File: src/rtl/gt_frame_pkg.sv
`default_nettype none
// ============================================================================
// Package  : gt_frame_pkg
// Purpose  : Shared symbol constants, abort codes and FSM state encoding for
//            the GT receive-side frame unpacker.
// Revision : 1.0 - initial release
// ============================================================================
package gt_frame_pkg;

    localparam logic [7:0] K_SOF  = 8'h7E;
    localparam logic [7:0] K_MARK = 8'h5D;

    localparam logic [1:0] ERR_MARK  = 2'd1;
    localparam logic [1:0] ERR_LEN   = 2'd2;
    localparam logic [1:0] ERR_TRUNC = 2'd3;

    typedef enum logic [1:0] {
        IDLE = 2'd0,
        HDR  = 2'd1,
        PAY  = 2'd2,
        DROP = 2'd3
    } state_t;

endpackage
`default_nettype wire

File: src/rtl/sat_cnt16.sv
`default_nettype none
// ============================================================================
// Module   : sat_cnt16
// Purpose  : 16-bit event counter with increment enable, sticks at 0xFFFF.
// Revision : 1.0 - initial release
// ============================================================================
module sat_cnt16 (
    input  logic        i_clk,
    input  logic        i_rst_n,
    input  logic        i_inc,
    output logic [15:0] o_cnt
);

    always_ff @(posedge i_clk or negedge i_rst_n) begin
        if (!i_rst_n) begin
            o_cnt <= 16'd0;
        end else if (i_inc && (o_cnt != 16'hFFFF)) begin
            o_cnt <= o_cnt + 16'd1;
        end
    end

endmodule
`default_nettype wire

File: src/rtl/gt_frame_unpacker.sv
`default_nettype none
// ============================================================================
// Module   : gt_frame_unpacker
// Purpose  : Parses marker-escaped frames from the GT rx user bus and emits
//            packed payload beats with keep/sof/eof plus abort reporting.
// Revision : 1.0 - initial release
// ============================================================================
module gt_frame_unpacker
    import gt_frame_pkg::*;
#(
    parameter int LANES   = 8,
    parameter int MAX_LEN = 1024
) (
    input  logic                     i_clk,
    input  logic                     i_rst_n,
    input  logic                     i_resetdone,
    input  logic [8*LANES-1:0]       i_rx_data,
    input  logic [LANES-1:0]         i_rxcharisk,
    output logic [8*(LANES/2)-1:0]   o_data,
    output logic [LANES/2-1:0]       o_keep,
    output logic                     o_valid,
    output logic                     o_sof,
    output logic                     o_eof,
    output logic [7:0]               o_type,
    output logic [15:0]              o_len,
    output logic                     o_err,
    output logic [1:0]               o_err_code,
    output logic [15:0]              o_frame_cnt,
    output logic [15:0]              o_err_cnt
);

    localparam int          S     = LANES / 2;
    localparam int          W     = 8 * LANES;
    localparam logic [15:0] c_S   = 16'(S);
    localparam logic [15:0] c_MAX = 16'(MAX_LEN);

    state_t        r_state;
    logic [2:0]    r_hidx;
    logic [7:0]    r_type;
    logic [15:0]   r_len;
    logic [15:0]   r_rem;
    logic          r_first;

    logic          w_acc;
    logic [7:0]    w_mark [S];
    logic [7:0]    w_byte [S];
    logic [2:0]    w_hbase;
    logic          w_hdr_bad, w_hdr_last, w_len_bad, w_hdr_word;
    logic [7:0]    w_type, w_len_hi, w_len_lo;
    logic [15:0]   w_hlen, w_nsym;
    logic          w_pay_bad, w_last;
    logic [8*S-1:0] w_pdata;
    logic [S-1:0]  w_pkeep;
    logic          w_abort, w_hdr_ok, w_emit, w_done;
    logic [1:0]    w_code;

    always_comb begin
        w_acc = i_resetdone && (i_rxcharisk == '0);
        for (int k = 0; k < S; k++) begin
            w_mark[k] = i_rx_data[W-1-16*k -: 8];
            w_byte[k] = i_rx_data[W-9-16*k -: 8];
        end
    end

    // Header symbols are tracked by index so one path serves every lane width.
    always_comb begin
        w_hbase   = (r_state == IDLE) ? 3'd0 : r_hidx;
        w_hdr_bad = 1'b0;
        w_type    = r_type;
        w_len_hi  = r_len[15:8];
        w_len_lo  = r_len[7:0];
        for (int k = 0; k < S; k++) begin
            if (int'(w_hbase) + k == 0) begin
                w_type = w_byte[k];
            end else begin
                if (w_mark[k] != K_MARK) w_hdr_bad = 1'b1;
                if (int'(w_hbase) + k == 1) w_len_hi = w_byte[k];
                if (int'(w_hbase) + k == 2) w_len_lo = w_byte[k];
            end
        end
        w_hlen     = {w_len_hi, w_len_lo};
        w_hdr_last = ((w_hbase + 3'(S)) == 3'd4);
        w_len_bad  = (w_hlen == 16'd0) || (w_hlen > c_MAX);
    end

    always_comb begin
        w_nsym    = (r_rem < c_S) ? r_rem : c_S;
        w_last    = (r_rem <= c_S);
        w_pay_bad = 1'b0;
        w_pdata   = '0;
        w_pkeep   = '0;
        for (int k = 0; k < S; k++) begin
            if (16'(k) < w_nsym) begin
                if (w_mark[k] != K_MARK) w_pay_bad = 1'b1;
                w_pdata[8*(S-1-k) +: 8] = w_byte[k];
                w_pkeep[S-1-k]          = 1'b1;
            end
        end
    end

    always_comb begin
        w_abort    = 1'b0;
        w_code     = 2'd0;
        w_hdr_ok   = 1'b0;
        w_emit     = 1'b0;
        w_done     = 1'b0;
        w_hdr_word = ((r_state == IDLE) && w_acc && (w_mark[0] == K_SOF)) ||
                     ((r_state == HDR) && w_acc);
        if (((r_state == HDR) || (r_state == PAY)) && !w_acc) begin
            w_abort = 1'b1;
            w_code  = ERR_TRUNC;
        end else if (w_hdr_word) begin
            if (w_hdr_bad) begin
                w_abort = 1'b1;
                w_code  = ERR_MARK;
            end else if (w_hdr_last && w_len_bad) begin
                w_abort = 1'b1;
                w_code  = ERR_LEN;
            end else begin
                w_hdr_ok = w_hdr_last;
            end
        end else if (r_state == PAY) begin
            if (w_pay_bad) begin
                w_abort = 1'b1;
                w_code  = ERR_MARK;
            end else begin
                w_emit = 1'b1;
                w_done = w_last;
            end
        end
    end

    always_ff @(posedge i_clk or negedge i_rst_n) begin
        if (!i_rst_n) begin
            r_state    <= IDLE;
            r_hidx     <= 3'd0;
            r_type     <= 8'd0;
            r_len      <= 16'd0;
            r_rem      <= 16'd0;
            r_first    <= 1'b0;
            o_data     <= '0;
            o_keep     <= '0;
            o_valid    <= 1'b0;
            o_sof      <= 1'b0;
            o_eof      <= 1'b0;
            o_type     <= 8'd0;
            o_len      <= 16'd0;
            o_err      <= 1'b0;
            o_err_code <= 2'd0;
        end else begin
            o_valid <= 1'b0;
            o_sof   <= 1'b0;
            o_eof   <= 1'b0;
            o_err   <= 1'b0;
            if (w_abort) begin
                o_err      <= 1'b1;
                o_err_code <= w_code;
                // An idle word already meets the drop exit condition.
                r_state    <= w_acc ? DROP : IDLE;
            end else if (w_hdr_word) begin
                r_type  <= w_type;
                r_len   <= w_hlen;
                r_rem   <= w_hlen;
                r_hidx  <= w_hbase + 3'(S);
                r_first <= 1'b1;
                r_state <= w_hdr_ok ? PAY : HDR;
            end else if (w_emit) begin
                o_valid <= 1'b1;
                o_data  <= w_pdata;
                o_keep  <= w_pkeep;
                o_sof   <= r_first;
                o_eof   <= w_done;
                if (r_first) begin
                    o_type <= r_type;
                    o_len  <= r_len;
                end
                r_first <= 1'b0;
                r_rem   <= r_rem - w_nsym;
                if (w_done) r_state <= IDLE;
            end else if ((r_state == DROP) && !w_acc) begin
                r_state <= IDLE;
            end
        end
    end

    sat_cnt16 u_frame_cnt (
        .i_clk   (i_clk),
        .i_rst_n (i_rst_n),
        .i_inc   (w_done),
        .o_cnt   (o_frame_cnt)
    );

    sat_cnt16 u_err_cnt (
        .i_clk   (i_clk),
        .i_rst_n (i_rst_n),
        .i_inc   (w_abort),
        .o_cnt   (o_err_cnt)
    );

endmodule
`default_nettype wire

File: config.mk
export PLATFORM = sky130hd
export DESIGN_NAME = gt_frame_unpacker
export DESIGN_NICKNAME = d
export VERILOG_FILES = /design/src/rtl/gt_frame_pkg.sv /design/src/rtl/sat_cnt16.sv /design/src/rtl/gt_frame_unpacker.sv
export SDC_FILE = /design/constraint.sdc
export NUM_CORES = 1
export LEC_CHECK = 0
export ABC_AREA = 1
export CAP_MARGIN = 0
export CELL_PAD_IN_SITES_DETAIL_PLACEMENT = 2
export CELL_PAD_IN_SITES_GLOBAL_PLACEMENT = 2
export CORE_UTILIZATION = 29
export CTS_BUF_LIST = sky130_fd_sc_hd__clkbuf_16
export DETAILED_ROUTE_END_ITERATION = 7
export GPL_TIMING_DRIVEN = 1
export PLACE_DENSITY = 0.84
export SYNTH_ARGS = -nofsm -noshare
export SYNTH_HDL_FRONTEND = slang
export SYNTH_HIERARCHICAL = 1
export SYNTH_SLANG_ARGS = --single-unit
export TNS_END_PERCENT = 1
File: constraint.sdc
create_clock -name i_clk -period 3.4 [get_ports i_clk]
set_input_delay 0.34 -clock i_clk [delete_from_list [all_inputs] [get_ports i_clk]]
set_output_delay 0.34 -clock i_clk [all_outputs]
set_load 0.02 [all_outputs]
## After elaboration in Yosys (flattened, before gate mapping)

Index checks and enable logic that the tools add are counted.

- Input port bits: 75
- Output and inout port bits: 98
- Register bits: 144
- Word-level logic and storage cells: 172

- Reductions and logical operators: 29
- Mux-type cells: 90
- Add/sub/neg operators: 7
- $lt $le $gt $ge: 7
- Eq/ne operators: 20
- Bitwise logic cells: 2

Operators by type and width:

| cell | number |
|---|---|
| 2-to-1 mux 8 bit | 24 |
| logical NOT 32 bit | 4 |
| equality test 32 x 2 -> 1 bit, second input constant | 3 |
| 2-to-1 mux 1 bit | 51 |
| 2-to-1 mux 16 bit | 3 |
| adder 16 x 1 -> 16 bit, second input constant | 2 |
| < comparator 1 x 16 -> 1 bit, first input constant | 2 |
| < comparator 2 x 16 -> 1 bit, first input constant | 2 |
| inequality test 16 bit, second input constant | 2 |
| inequality test 8 x 7 -> 1 bit, second input constant | 4 |
| 2-to-1 mux 2 bit | 11 |
| > comparator 16 x 11 -> 1 bit, second input constant | 1 |
| <= comparator 16 x 3 -> 1 bit, second input constant | 1 |
| logical NOT 16 bit | 1 |
| < comparator 16 x 3 -> 1 bit, second input constant | 1 |
| subtractor 16 bit | 1 |
| equality test 4 x 2 -> 1 bit, second input constant | 3 |
| logical AND 1 bit | 9 |
| adder 3 x 2 -> 4 bit, second input constant | 2 |
| equality test 8 x 7 -> 1 bit, second input constant | 1 |
| logical NOT 8 bit | 1 |
| nonzero test 4 bit | 2 |
| equality test 3 bit, second input constant | 2 |
| AND reduction 2 bit | 3 |
| 14 further kinds | 19 |

## Depth between registers and ports, before layout

Gate-level depths: netlist of the first run.

- Word-level depth: 21
- Gate-level depth with buffers: 25
- Depth with buffers taken out: 24

## Hierarchy

The synthesis of the first run kept the hierarchy.

By module, submodules not included:

| module | times used | area each (µm²) | cells an instance | seq. area each (µm²) |
|---|---|---|---|---|
| gt_frame_unpacker | 1 | 5,893.2 | 747 | 2,802.7 |
| sat_cnt16 at u_frame_cnt | 1 | 1,069.8 | 163 | 400.4 |
| sat_cnt16 at u_err_cnt | 1 | 1,058.5 | 149 | 400.4 |

## Least setup slack after synthesis of the first run

OpenSTA, ideal clock, no wires.

- Path kind: register to register
- Start point: reg r_state[0]
- End point: reg u_err_cnt.o_cnt[15]
- Data arrival time: 2,684 ps
- Cell stages (with the launch flop): 22
- Data required time: 3,287 ps
- Clock period less this slack: 2,797 ps
- Path slack: 603 ps
- Path buffers: 1
- Library setup time: 113 ps
- Cells stage by stage: dfrtp_1 > inv_1 > ha_1 > nor2_4 > nand2_4 > buf_4 > o21ai_2 > inv_2 > a21oi_2 > nand2_1 > nor2_1 > nand3_1 > nand2_2 > nand2_4 > nand2_1 > inv_1 > nor2_1 > nand2_1 > nor2_1 > nand3_1 > nand2_1 > inv_1

- Word-level cells in the longest chain between the ends: 19
- Elaborated cells between the ends (all ways): 60
- Classes of those cells: add/sub: 4; order compare: 1; eq/ne: 11; mux: 29; reduce/logical: 15

RTL lines:

| item | RTL line | RTL |
|---|---|---|
| start, declared | gt_frame_unpacker.sv:37 | `state_t r_state;` |
| start signal, assigned | gt_frame_unpacker.sv:159 | `r_state <= w_acc ? DROP : IDLE;` |
| start signal, assigned | gt_frame_unpacker.sv:166 | `r_state <= w_hdr_ok ? PAY : HDR;` |
| parallel branches: the longest is 17 deep, another holds > comparator 16 x 11 -> 1 bit | - |  |
| 2-to-1 mux 1 bit * | gt_frame_unpacker.sv:109 | `if (((r_state == HDR) \|\| (r_state == PAY)) && !w_acc) begin` |
| named net w_abort | gt_frame_unpacker.sv:54 | `logic w_abort, w_hdr_ok, w_emit, w_done;` |
| logical AND 1 bit * | sat_cnt16.sv:17 | `end else if (i_inc && (o_cnt != 16'hFFFF)) begin` |
| end signal, assigned | sat_cnt16.sv:18 | `o_cnt <= o_cnt + 16'd1;` |
| end, declared | sat_cnt16.sv:11 | `output logic [15:0] o_cnt` |

Mark *: on every way through the listed nets, which the timed path passes.
A chain may end at the register's enable or synchronous reset.

## Worst setup path after layout of the first run

- Start point: reg r_state[1]
- End point: reg u_err_cnt.o_cnt[15]

The elaborated chain is that of the path after synthesis.

==> impl_metrics.json, run 1 <==
{
  "status": "finished, final reports clean",
  "syn_nets": 1141,
  "place_congestion": 0.854,
  "synth_top_area_cell": "dfrtp_1",
  "crit_type": "flip-flop to flip-flop",
  "dp_slack_ns": -0.0465,
  "hold_viol": 0,
  "ys_ff_latch": 144,
  "drive_gt1_frac": 0.144,
  "crit_top_cell": "nand2_1",
  "start_util": 0.297,
  "grt_max_degree": 78,
  "nets": 1346,
  "final_cell_mix": "nand2_1 (383), clkdlybuf4s50_1 (171), dfrtp_1 (144), inv_1 (98), nor2_1 (80)",
  "clk_pin_slew_ns": 0.07,
  "hold_path_class": "primary input to flip-flop",
  "cp.arrival_ns": 3.68,
  "tightest_slew_ns": 0.763,
  "worstPathCellList": "inv_1 > ha_4 > inv_2 > nand2_1 > nand3_4 > nand2_1 > nand3_1 > a21oi_4 > nand2_1 > nor2_2 > nand3_1 > nand2_2 > nand2_4 > nand2_2 > inv_1 > nor2_1 > nand2_1 > nor2_4 > nand3_1 > nand2_1 > inv_1",
  "leakagePower_nw": 5.18,
  "slew_headroom": 0.486,
  "htree_levels": 4,
  "total_power_mw": 4.13,
  "numCtsBuffers": 17,
  "busiest_layer": "met2",
  "yosys.area_share.xor_xnor": 0.0153,
  "die_area_sq_um": 28300,
  "synth_top_family_by_area": "simple AND/OR/NAND/NOR gates",
  "p_per_area_nw_per_um2": 375,
  "layout_commonest_cell": "nand2_1",
  "synth_top_area_frac": 0.449,
  "rr_worst_depth": 21,
  "p_sw_mw": 1.10,
  "drt-wirelength-per-cell_um": 21.7,
  "pwr-share-seq": 0.422,
  "clk_latency_ns": 0.46,
  "setup_violations": 0,
  "syn_inst": 1059,
  "gr-usage-met2": 0.410,
  "port_buffers": 172,
  "p_clk_frac": 0.496,
  "grt_pass1_wl_um": 50500,
  "yosysWarnings": 6,
  "comb_power_share": 0.083,
  "synth_mux_area_frac": 0,
  "cts_sinks": 144,
  "grt_use_met3": 0.0350,
  "max_stage_delay_ns": 0.40,
  "die_h_um": 168,
  "cts_tree": "yes",
  "root_buffer": "clkbuf_16",
  "coreArea_sq_um": 27000,
  "n_antenna_cell": 0,
  "die_w_um": 168,
  "synth-simple-area-share": 0.343,
  "syn_to_final_growth_pct": 37.4,
  "met1_usage": 0.284,
  "stdcell_area_sq_um": 11000,
  "drc": 0,
  "syn_area_per_cell_sq_um": 7.57,
  "setup_ws_ns": 0.0532,
  "synth_cell_types": 37,
  "holdWs_ns": 0.470,
  "hpwl_um": 23300,
  "crit_path_top_delay_cell": "dfrtp_1",
  "wirelength_um": 35200,
  "cp-end-kind": "flip-flop",
  "postRouteAntennaNets": 0,
  "holdPathStages": 3,
  "fin_crit_sh": 0.984,
  "rows": 60,
  "cp-start-kind": "flip-flop",
  "cts.path.max_buffers": 2,
  "clock.fmax_ghz": 0.299,
  "syn_area_sq_um": 8020,
  "intPower_mw": 3.03,
  "fin_crit_ns": 3.35,
  "worstPathRequired_ns": 3.74,
  "boundaryPins": 173,
  "ir_worst_vdd_mv": 0.351,
  "netSwitchingFraction": 0.266,
  "grt-ovfl-total": 0,
  "drtIter0Drc": 377,
  "via_per_inst": 5.17,
  "post_dp_cell_area_sq_um": 10200,
  "antenna_found_initial": 0,
  "grt_usage": 0.232,
  "first_pass_iters": 5,
  "via_count": 8369,
  "maxCapViolations": 0,
  "cp_max_fo": 8,
  "skew_ns": 0.0227,
  "ys_seq_area_frac": 0.449,
  "grt_pass1_vias": 9055,
  "synth_compound_area_frac": 0.103,
  "slew_viol_final": 0,
  "synthAdderAreaFrac": 0.0109,
  "ys_top_cells_by_area": "dfrtp_1 (45%), nand2_1 (18%), nand3_1 (4.9%)"
}
==> through the flow <==
| step | setup TNS [ns] | util | cells |
|---|---|---|---|
| floorplan | 0 | - | 1059 |
| global placement | 0 | 0.376 | 1568 |
| detailed placement | -0.0465 | 0.376 | 1568 |
| CTS | 0 | 0.401 | 1601 |
| global route | -0.216 | 0.408 | 1618 |
| finish | 0 | 0.408 | 1618 |
==> path summary, 6_finish.rpt <==
check                                            start                               to  slack, ns
worst max-delay path            r_state[1]$_DFFE_PN0P_  u_err_cnt/o_cnt[15]$_DFFE_PN0P_       0.05
worst min-delay path                      i_rx_data[1]            o_data[1]$_DFFE_PN0P_       0.47
worst max register to register  r_state[1]$_DFFE_PN0P_  u_err_cnt/o_cnt[15]$_DFFE_PN0P_       0.05
worst min register to register   o_type[3]$_DFFE_PN0P_            o_type[3]$_DFFE_PN0P_       0.48
max in group asynchronous                      i_rst_n            o_data[0]$_DFFE_PN0P_       2.01
min in group asynchronous                      i_rst_n             r_len[7]$_DFFE_PN0P_       0.52
==> metal layers <==
layer	wire, um	vias to the layer above
met5	0	-
met4	1280	0
met3	1690	80
met2	17800	268
met1	14400	4256
li1	-	3765
==> power by group through the flow <==
stage | clock network [mW] | registers [mW] | logic (mW)
3_5_place_dp | 0 | 1.77 | 0.321
6_report | 2.05 | 1.74 | 0.341
2_1_floorplan | 0 | 1.78 | 0.0989
3_3_place_gp | 0 | 1.77 | 0.310
4_1_cts | 2.05 | 1.74 | 0.328
5_1_grt | 2.13 | 1.74 | 0.367
==> kinds of logic (layout without fill, tap and decap cells) <==
kind of cell	count (synthesis)	after routing
compound gates	127	127
xor+xnor	14	14
fa+ha+maj	7	7
buf+inv	141	358
flops	144	144
other cells	1	1
simple gates	625	626
==> final cells by class <==
class	instances	area, sq um
Timing Repair Buffer	213	2060
Tap cell	341	427
Fill cell	3051	16000
Clock buffer	17	425
Sequential cell	144	3600
Clock inverter	15	183
Inverter	113	424
Multi-Input combinational cell	775	3900
==> state kept, by name (all words and copies together), names as in the netlist, 3 cells and up <==
signal and cells:
o_data 32, o_keep 4, o_len 16, o_type 8, r_hidx 3, r_len 16, r_rem 16, r_type 8
u_err_cnt/o_cnt 16, u_frame_cnt/o_cnt 16
==> Yosys cell counts (all sizes together) <==
master	count
a21oi	12
a31oi	2
buf	20
clkbuf	8
clkinv	2
conb	1
dfrtp	144
ha	7
inv	111
nand2	405
nand3	83
nand3b	3
nand4	23
nor2	102
nor2b	1
nor3	3
nor4	3
o21ai	113
or2	2
xnor2	8
xor2	6
==> worst max-delay path: cells and delay by family (launching register included) <==
kind            cells  cell delay (ns)
simple gates       15             1.99
flops               1             0.40
buf+inv             4             0.35
compound gates      1             0.29
fa+ha+maj           1             0.20
==> what timing repair did <==
action | CTS | global route
setup buffers | 0 | 16
hold buffers | 1 | 0
gates cloned | 0 | 1
setup endpoints to repair | 42 | 52
pin swaps | 1 | 6
endpoints found under the hold margin | 74 | 0
gates resized for setup | 6 | 12
Power figures use the tool's default switching activity.
==> inputs of run 2 (changes only) <==
--- a/config.mk
+++ b/config.mk
@@ -11,6 +11,7 @@
 export CELL_PAD_IN_SITES_GLOBAL_PLACEMENT = 2
 export CORE_UTILIZATION = 29
 export CTS_BUF_LIST = sky130_fd_sc_hd__clkbuf_16
+export CTS_CLUSTER_DIAMETER = 80
 export DETAILED_ROUTE_END_ITERATION = 7
 export GPL_TIMING_DRIVEN = 1
 export PLACE_DENSITY = 0.84
==> results of run 2 <==
The final DEF is identical to that of run 1; final timing and power are the same.
==> edit 1: new RTL, flow settings as in run 2 <==
Change the parameter `LANES` from 8 to 16.
--- a/src/rtl/gt_frame_unpacker.sv
+++ b/src/rtl/gt_frame_unpacker.sv
@@ -8,7 +8,7 @@
 module gt_frame_unpacker
     import gt_frame_pkg::*;
 #(
-    parameter int LANES   = 8,
+    parameter int LANES   = 16,
     parameter int MAX_LEN = 1024
 ) (
     input  logic                     i_clk,
Interface: changed (resized i_rx_data, i_rxcharisk, o_data and o_keep); port bits go from 173 to 281. No check against the original RTL was run, so the function may have changed too.
==> edit 1 against run 2 <==
- the run now ends with setup timing left
- setup slack worse by 0.32 ns
- first-iteration DRC count increased by 99%
- total power up 12%
- area after synthesis rose by 36%
- global-route usage is 4.3 points higher
- final cell count increased by 53%
- sequential cell count rose by 36
- non-clock buffer count increased by 212
- largest power group is now sequential cells
- highest routed layer unchanged
- routed wire length grew 66%
- maximum frequency is 8.6% lower
- count of clock-buffer cells in the layout stayed put
- sequential share of layout area decreased by 5.3 points
- final area rose by 49%
==> edit 1: results (changes against run 2) <==
launching point of the worst reg2reg path - r_state[0]$_DFFE_PN0P_
count of different cell masters after synthesis - 49 (+32%)
Avg Vias per Cell - 5.24 (+1.2%)
failing checks - setup timing
number of flip-flops and latches - 180 (+25%)
Mapped Area - 0.0109 sq mm (+36%)
detailed placer's ending HPWL - 41200 um (+76%)
adder-cell area share of the yosys netlist - 1.26% (+0.17 points)
number of buffers added on ports - 280 (+63%)
Cell Count Post-Placement - 2424 (+55%)
share of the yosys chip area belonging to registers - 41.2% (-3.7 points)
maximum number of pins on one net before global-route repair - 85 (+9.0%)
status - finished with violations
Fin Hold WS - 0.406 ns (-0.0647 ns)
grt met2 use - 50.0% (+9.0 points)
final weighted congestion in routability-driven placement - 0.885 (+3.7%)
max FFs per register - 64 (+100%)
global routing met3 resource utilization - 3.13% (-0.37 points)
number of endpoints failing setup at the final stage - 56 (+56)
met1 Use GR - 33.9% (+5.5 points)
routed wire length per instance - 23.5 um (+8.2%)
non-clock inverter instance count of the final layout - 245 (+120%)
highest ir drop seen on vdd - 0.341 mV (-2.7%)
Final Worst Setup Slack - -0.262 ns (-0.315 ns)
Multi-In Gates - 1095 (+41%)
clock input transition at the sequential cells of the worst setup and hold paths - 0.09 ns (+0.02 ns)
mean area per synthesized cell - 6.98 sq um (-7.8%)
## edit 1: worst register-to-register path, stage by stage (launching register included)
cell and delay [ns]:
sky130_fd_sc_hd__dfrtp_1 0.42, sky130_fd_sc_hd__inv_2 0.10, sky130_fd_sc_hd__ha_4 0.24, sky130_fd_sc_hd__nor2_4 0.08
sky130_fd_sc_hd__buf_4 0.17, sky130_fd_sc_hd__nor2_4 0.27, sky130_fd_sc_hd__nand3_1 0.19, sky130_fd_sc_hd__nand2_2 0.14
sky130_fd_sc_hd__inv_2 0.06, sky130_fd_sc_hd__nand2_2 0.08, sky130_fd_sc_hd__nand3_2 0.07, sky130_fd_sc_hd__nand2_2 0.08
sky130_fd_sc_hd__nand2_2 0.07, sky130_fd_sc_hd__nor2_2 0.14, sky130_fd_sc_hd__nand2_1 0.08, sky130_fd_sc_hd__nor2_2 0.17
sky130_fd_sc_hd__nand2_1 0.08, sky130_fd_sc_hd__nand2_2 0.09, sky130_fd_sc_hd__nand3_4 0.13, sky130_fd_sc_hd__buf_6 0.16
sky130_fd_sc_hd__a21oi_4 0.29, sky130_fd_sc_hd__nand2_4 0.13, sky130_fd_sc_hd__clkbuf_16 0.20, sky130_fd_sc_hd__nand2_2 0.06
sky130_fd_sc_hd__nand2_1 0.07
## edit 1: power by group
group	leakage (uW)	total (uW)	switching [uW]	internal, uW
Sequential	0.00237	2140	0.195	2140
Combinational	0.00526	442	233	209
Clock	0.000271	2040	1060	973
## edit 1: per-stage QoR
stage	area, sq um	worst slack, ns	total power (uW)	utilization, %	TNS [ns]
after floorplan	10900	0.119	2270	-	0
after global placement	15200	-0.0204	2590	41.2	-0.252
after detailed placement	15200	-0.296	2600	41.2	-10.59
after CTS	15800	-0.0157	4610	42.9	-0.0291
after global routing	16400	-0.457	4740	44.6	-17.36
final	16400	-0.262	4620	44.6	-7.50
## edit 1: worst paths after layout
path,endpoint,cells past startpoint
worst min register to register,o_type[4]$_DFFE_PN0P_,2
worst max register to register,r_rem[8]$_DFFE_PN0P_,24
worst max-delay path,r_rem[8]$_DFFE_PN0P_,24
min in group i_clk,o_data[27]$_DFFE_PN0P_,3
worst min-delay path,o_keep[5]$_DFFE_PN0P_,2
max in group asynchronous,u_frame_cnt/o_cnt[4]$_DFFE_PN0P_,3
## edit 1: per-layer routing
layer	share of wire, %	vias up
met5	0	-
li1	-	5774
met2	51	472
met1	41	6612
met3	4.7	126
met4	3.3	0
## edit 1: timing repair
action                                  4_1_cts  5_1_grt
buffers inserted                              0       22
pin swaps                                     3       42
hold endpoints to repair                     58        0
gates resized for setup                      20      113
hold buffers                                  1        0
cloned                                        0        3
endpoints found under the setup margin       82      169
==> edit 2: new RTL, settings of run 2 <==
Without the edit above. Register the output `o_err_cnt`; this adds one clock of latency there. The other outputs are not delayed to match.
--- a/src/rtl/gt_frame_unpacker.sv
+++ b/src/rtl/gt_frame_unpacker.sv
@@ -33,6 +33,8 @@
     localparam int          W     = 8 * LANES;
     localparam logic [15:0] c_S   = 16'(S);
     localparam logic [15:0] c_MAX = 16'(MAX_LEN);
+
+    logic [15:0] o_err_cnt_d;
 
     state_t        r_state;
     logic [2:0]    r_hidx;
@@ -194,8 +196,16 @@
         .i_clk   (i_clk),
         .i_rst_n (i_rst_n),
         .i_inc   (w_abort),
-        .o_cnt   (o_err_cnt)
+        .o_cnt   (o_err_cnt_d)
     );
+
+    always_ff @(posedge i_clk or negedge i_rst_n) begin
+        if (!i_rst_n) begin
+            o_err_cnt <= '0;
+        end else begin
+            o_err_cnt <= o_err_cnt_d;
+        end
+    end
 
 endmodule
 `default_nettype wire
Formal check against the unedited RTL: not equivalent (Yosys sat finds a counterexample within 4 cycles, from zero or initial values and one cycle with i_rst_n low).
==> edit 2 against run 2 <==
- routed wire length fell by 16%
- area after synthesis rose by 5.5%
- setup slack improved by 0.18 ns
- clock power fell by 5%
- worst hold slack lost 0.0043 ns
- highest routed layer unchanged
- final area grew 3.2%
- sequential cell count increased by 16
- maximum frequency grew 5.8%
- largest power group is now sequential cells
- total power is 2.6% higher
- die area is 5.4% higher
- global-route usage fell by 2.8 points
==> edit 2: results (changes against run 2) <==
Initial DRC Count - 304 (-19%)
post-synthesis share of cell area spent on xor and xnor gates - 1.45% (-0.080 points)
area taken by flip-flops and latches - 0.00400 sq mm (+11%)
Cell Count Post-Placement - 1617 (+3.1%)
adder-cell area share of the yosys netlist - 1.04% (-0.057 points)
total track usage - 20.5% (-2.8 points)
share of cells above drive strength 1 - 14.5% (+0.091 points)
first-pass GRT wire length - 48700 um (-3.6%)
detailed placer's ending HPWL - 22200 um (-4.9%)
worst hold path type - flop to flop
Clock Latency Late Sink - 0.43 ns (-0.03 ns)
Placement Setup Slack - 0.00170 ns (+0.0482 ns)
non-clock inverter instance count of the final layout - 115 (+1.8%)
warnings from Yosys - 6 (unchanged)
Synth top cells by count - sky130_fd_sc_hd__nand2_1, sky130_fd_sc_hd__dfrtp_1, sky130_fd_sc_hd__inv_1, sky130_fd_sc_hd__nor2_1, sky130_fd_sc_hd__nand3_1
final non-filler cell total - 1653 (+2.2%)
maximum clock skew at final layout - 0.0181 ns (-0.00462 ns)
cell at the slowest stage of the critical path - sky130_fd_sc_hd__dfrtp_1
number of gates resized after cts - 1 (-5)
compound-gate portion of the synthesized area - 11.1% (+0.81 points)
dominant cells by area after synthesis - sky130_fd_sc_hd__dfrtp_1, sky130_fd_sc_hd__nand2_1, sky130_fd_sc_hd__o21ai_2
number of flip-flops and latches - 160 (+11%)
post-route cell area - 0.0114 sq mm (+3.2%)
share of the yosys chip area belonging to registers - 47.3% (+2.4 points)
highest ir drop seen on vdd - 0.298 mV (-15%)
max FFs per register - 32 (unchanged)
number of global-route vias before repair - 8951 (-1.1%)
buffering overhead - 17.4% (-1.3 points)
measured slew at the worst slew-check pin - 0.795 ns (+0.0319 ns)
Multi-In Gates - 762 (-1.7%)
static power due to leakage - 0.00532 uW (+2.8%)
Post-Syn Nets - 1145 (+0.35%)
total area of multi-input combinational cells - 0.00389 sq mm (-0.22%)
Clock buf/inv share - 5.18% (-0.33 points)
status - finished, final reports clean
routed wire length per instance - 17.9 um (-18%)
critical path fanouts, max - 31 (+23)
arrival time at the worst endpoint - 3.46 ns (-0.22 ns)
count of different cell masters after synthesis - 40 (+8.1%)
router iterations before antenna repair - 4 (-1)
multiplexer share of the synthesized area - 0% (unchanged)
detailed-route via count - 7948 (-5.0%)
mean area per synthesized cell - 7.96 sq um (+5.1%)
final weighted congestion in routability-driven placement - 0.788 (-7.7%)
delay of the slowest critical-path stage - 0.43 ns (+0.03 ns)
fill cell count - 3263 (+6.9%)
die outline width - 173 um (+2.7%)
Buffers excl. clock - 200 (-6.1%)
number of nets in the final layout - 1338 (-0.59%)
-- edit 2: changes by cell type after synthesis, moves of 2 or more --
cell and delta:
sky130_fd_sc_hd__a22o_1 +5, sky130_fd_sc_hd__inv_1 +2, sky130_fd_sc_hd__nand4_1 +2, sky130_fd_sc_hd__dfrtp_1 +16, sky130_fd_sc_hd__o21ai_2 +14, sky130_fd_sc_hd__o21ai_1 -16
sky130_fd_sc_hd__nand2_1 -14, sky130_fd_sc_hd__a21oi_1 +2, sky130_fd_sc_hd__nor2_1 -4
-- edit 2: final timing paths --
check	from	end	slack, ns	cells past startpoint
worst max register to register	r_state[1]$_DFFE_PN0P_	r_rem[13]$_DFFE_PN0P_	0.24	18
worst max-delay path	r_state[1]$_DFFE_PN0P_	r_rem[13]$_DFFE_PN0P_	0.24	18
min in group asynchronous	i_rst_n	r_hidx[1]$_DFFE_PN0P_	0.54	2
worst min-delay path	u_err_cnt/o_cnt[15]$_DFFE_PN0P_	o_err_cnt[15]$_DFF_PN0_	0.47	0
worst min register to register	u_err_cnt/o_cnt[15]$_DFFE_PN0P_	o_err_cnt[15]$_DFF_PN0_	0.47	0
max in group asynchronous	i_rst_n	u_frame_cnt/o_cnt[2]$_DFFE_PN0P_	2.03	3
-- edit 2: where the power goes --
group / switching [uW] / internal, uW / total, uW
sequential: 21.5 / 1930 / 1950
clock: 964 / 990 / 1950
combinational: 190 / 148 / 338
total: 1180 / 3060 / 4240
-- edit 2: routing by layer --
| metal | share of wire, % | vias to the layer above | routed length (um) | GRT usage (%) |
|---|---|---|---|---|
| li1 | - | 3775 | - | - |
| met1 | 45 | 3989 | 13200 | 25.9 |
| met2 | 51 | 140 | 15000 | 36.0 |
| met3 | 2.4 | 44 | 711 | 2.77 |
| met5 | 0 | - | 0 | 0 |
| met4 | 2.2 | 0 | 656 | 6.45 |
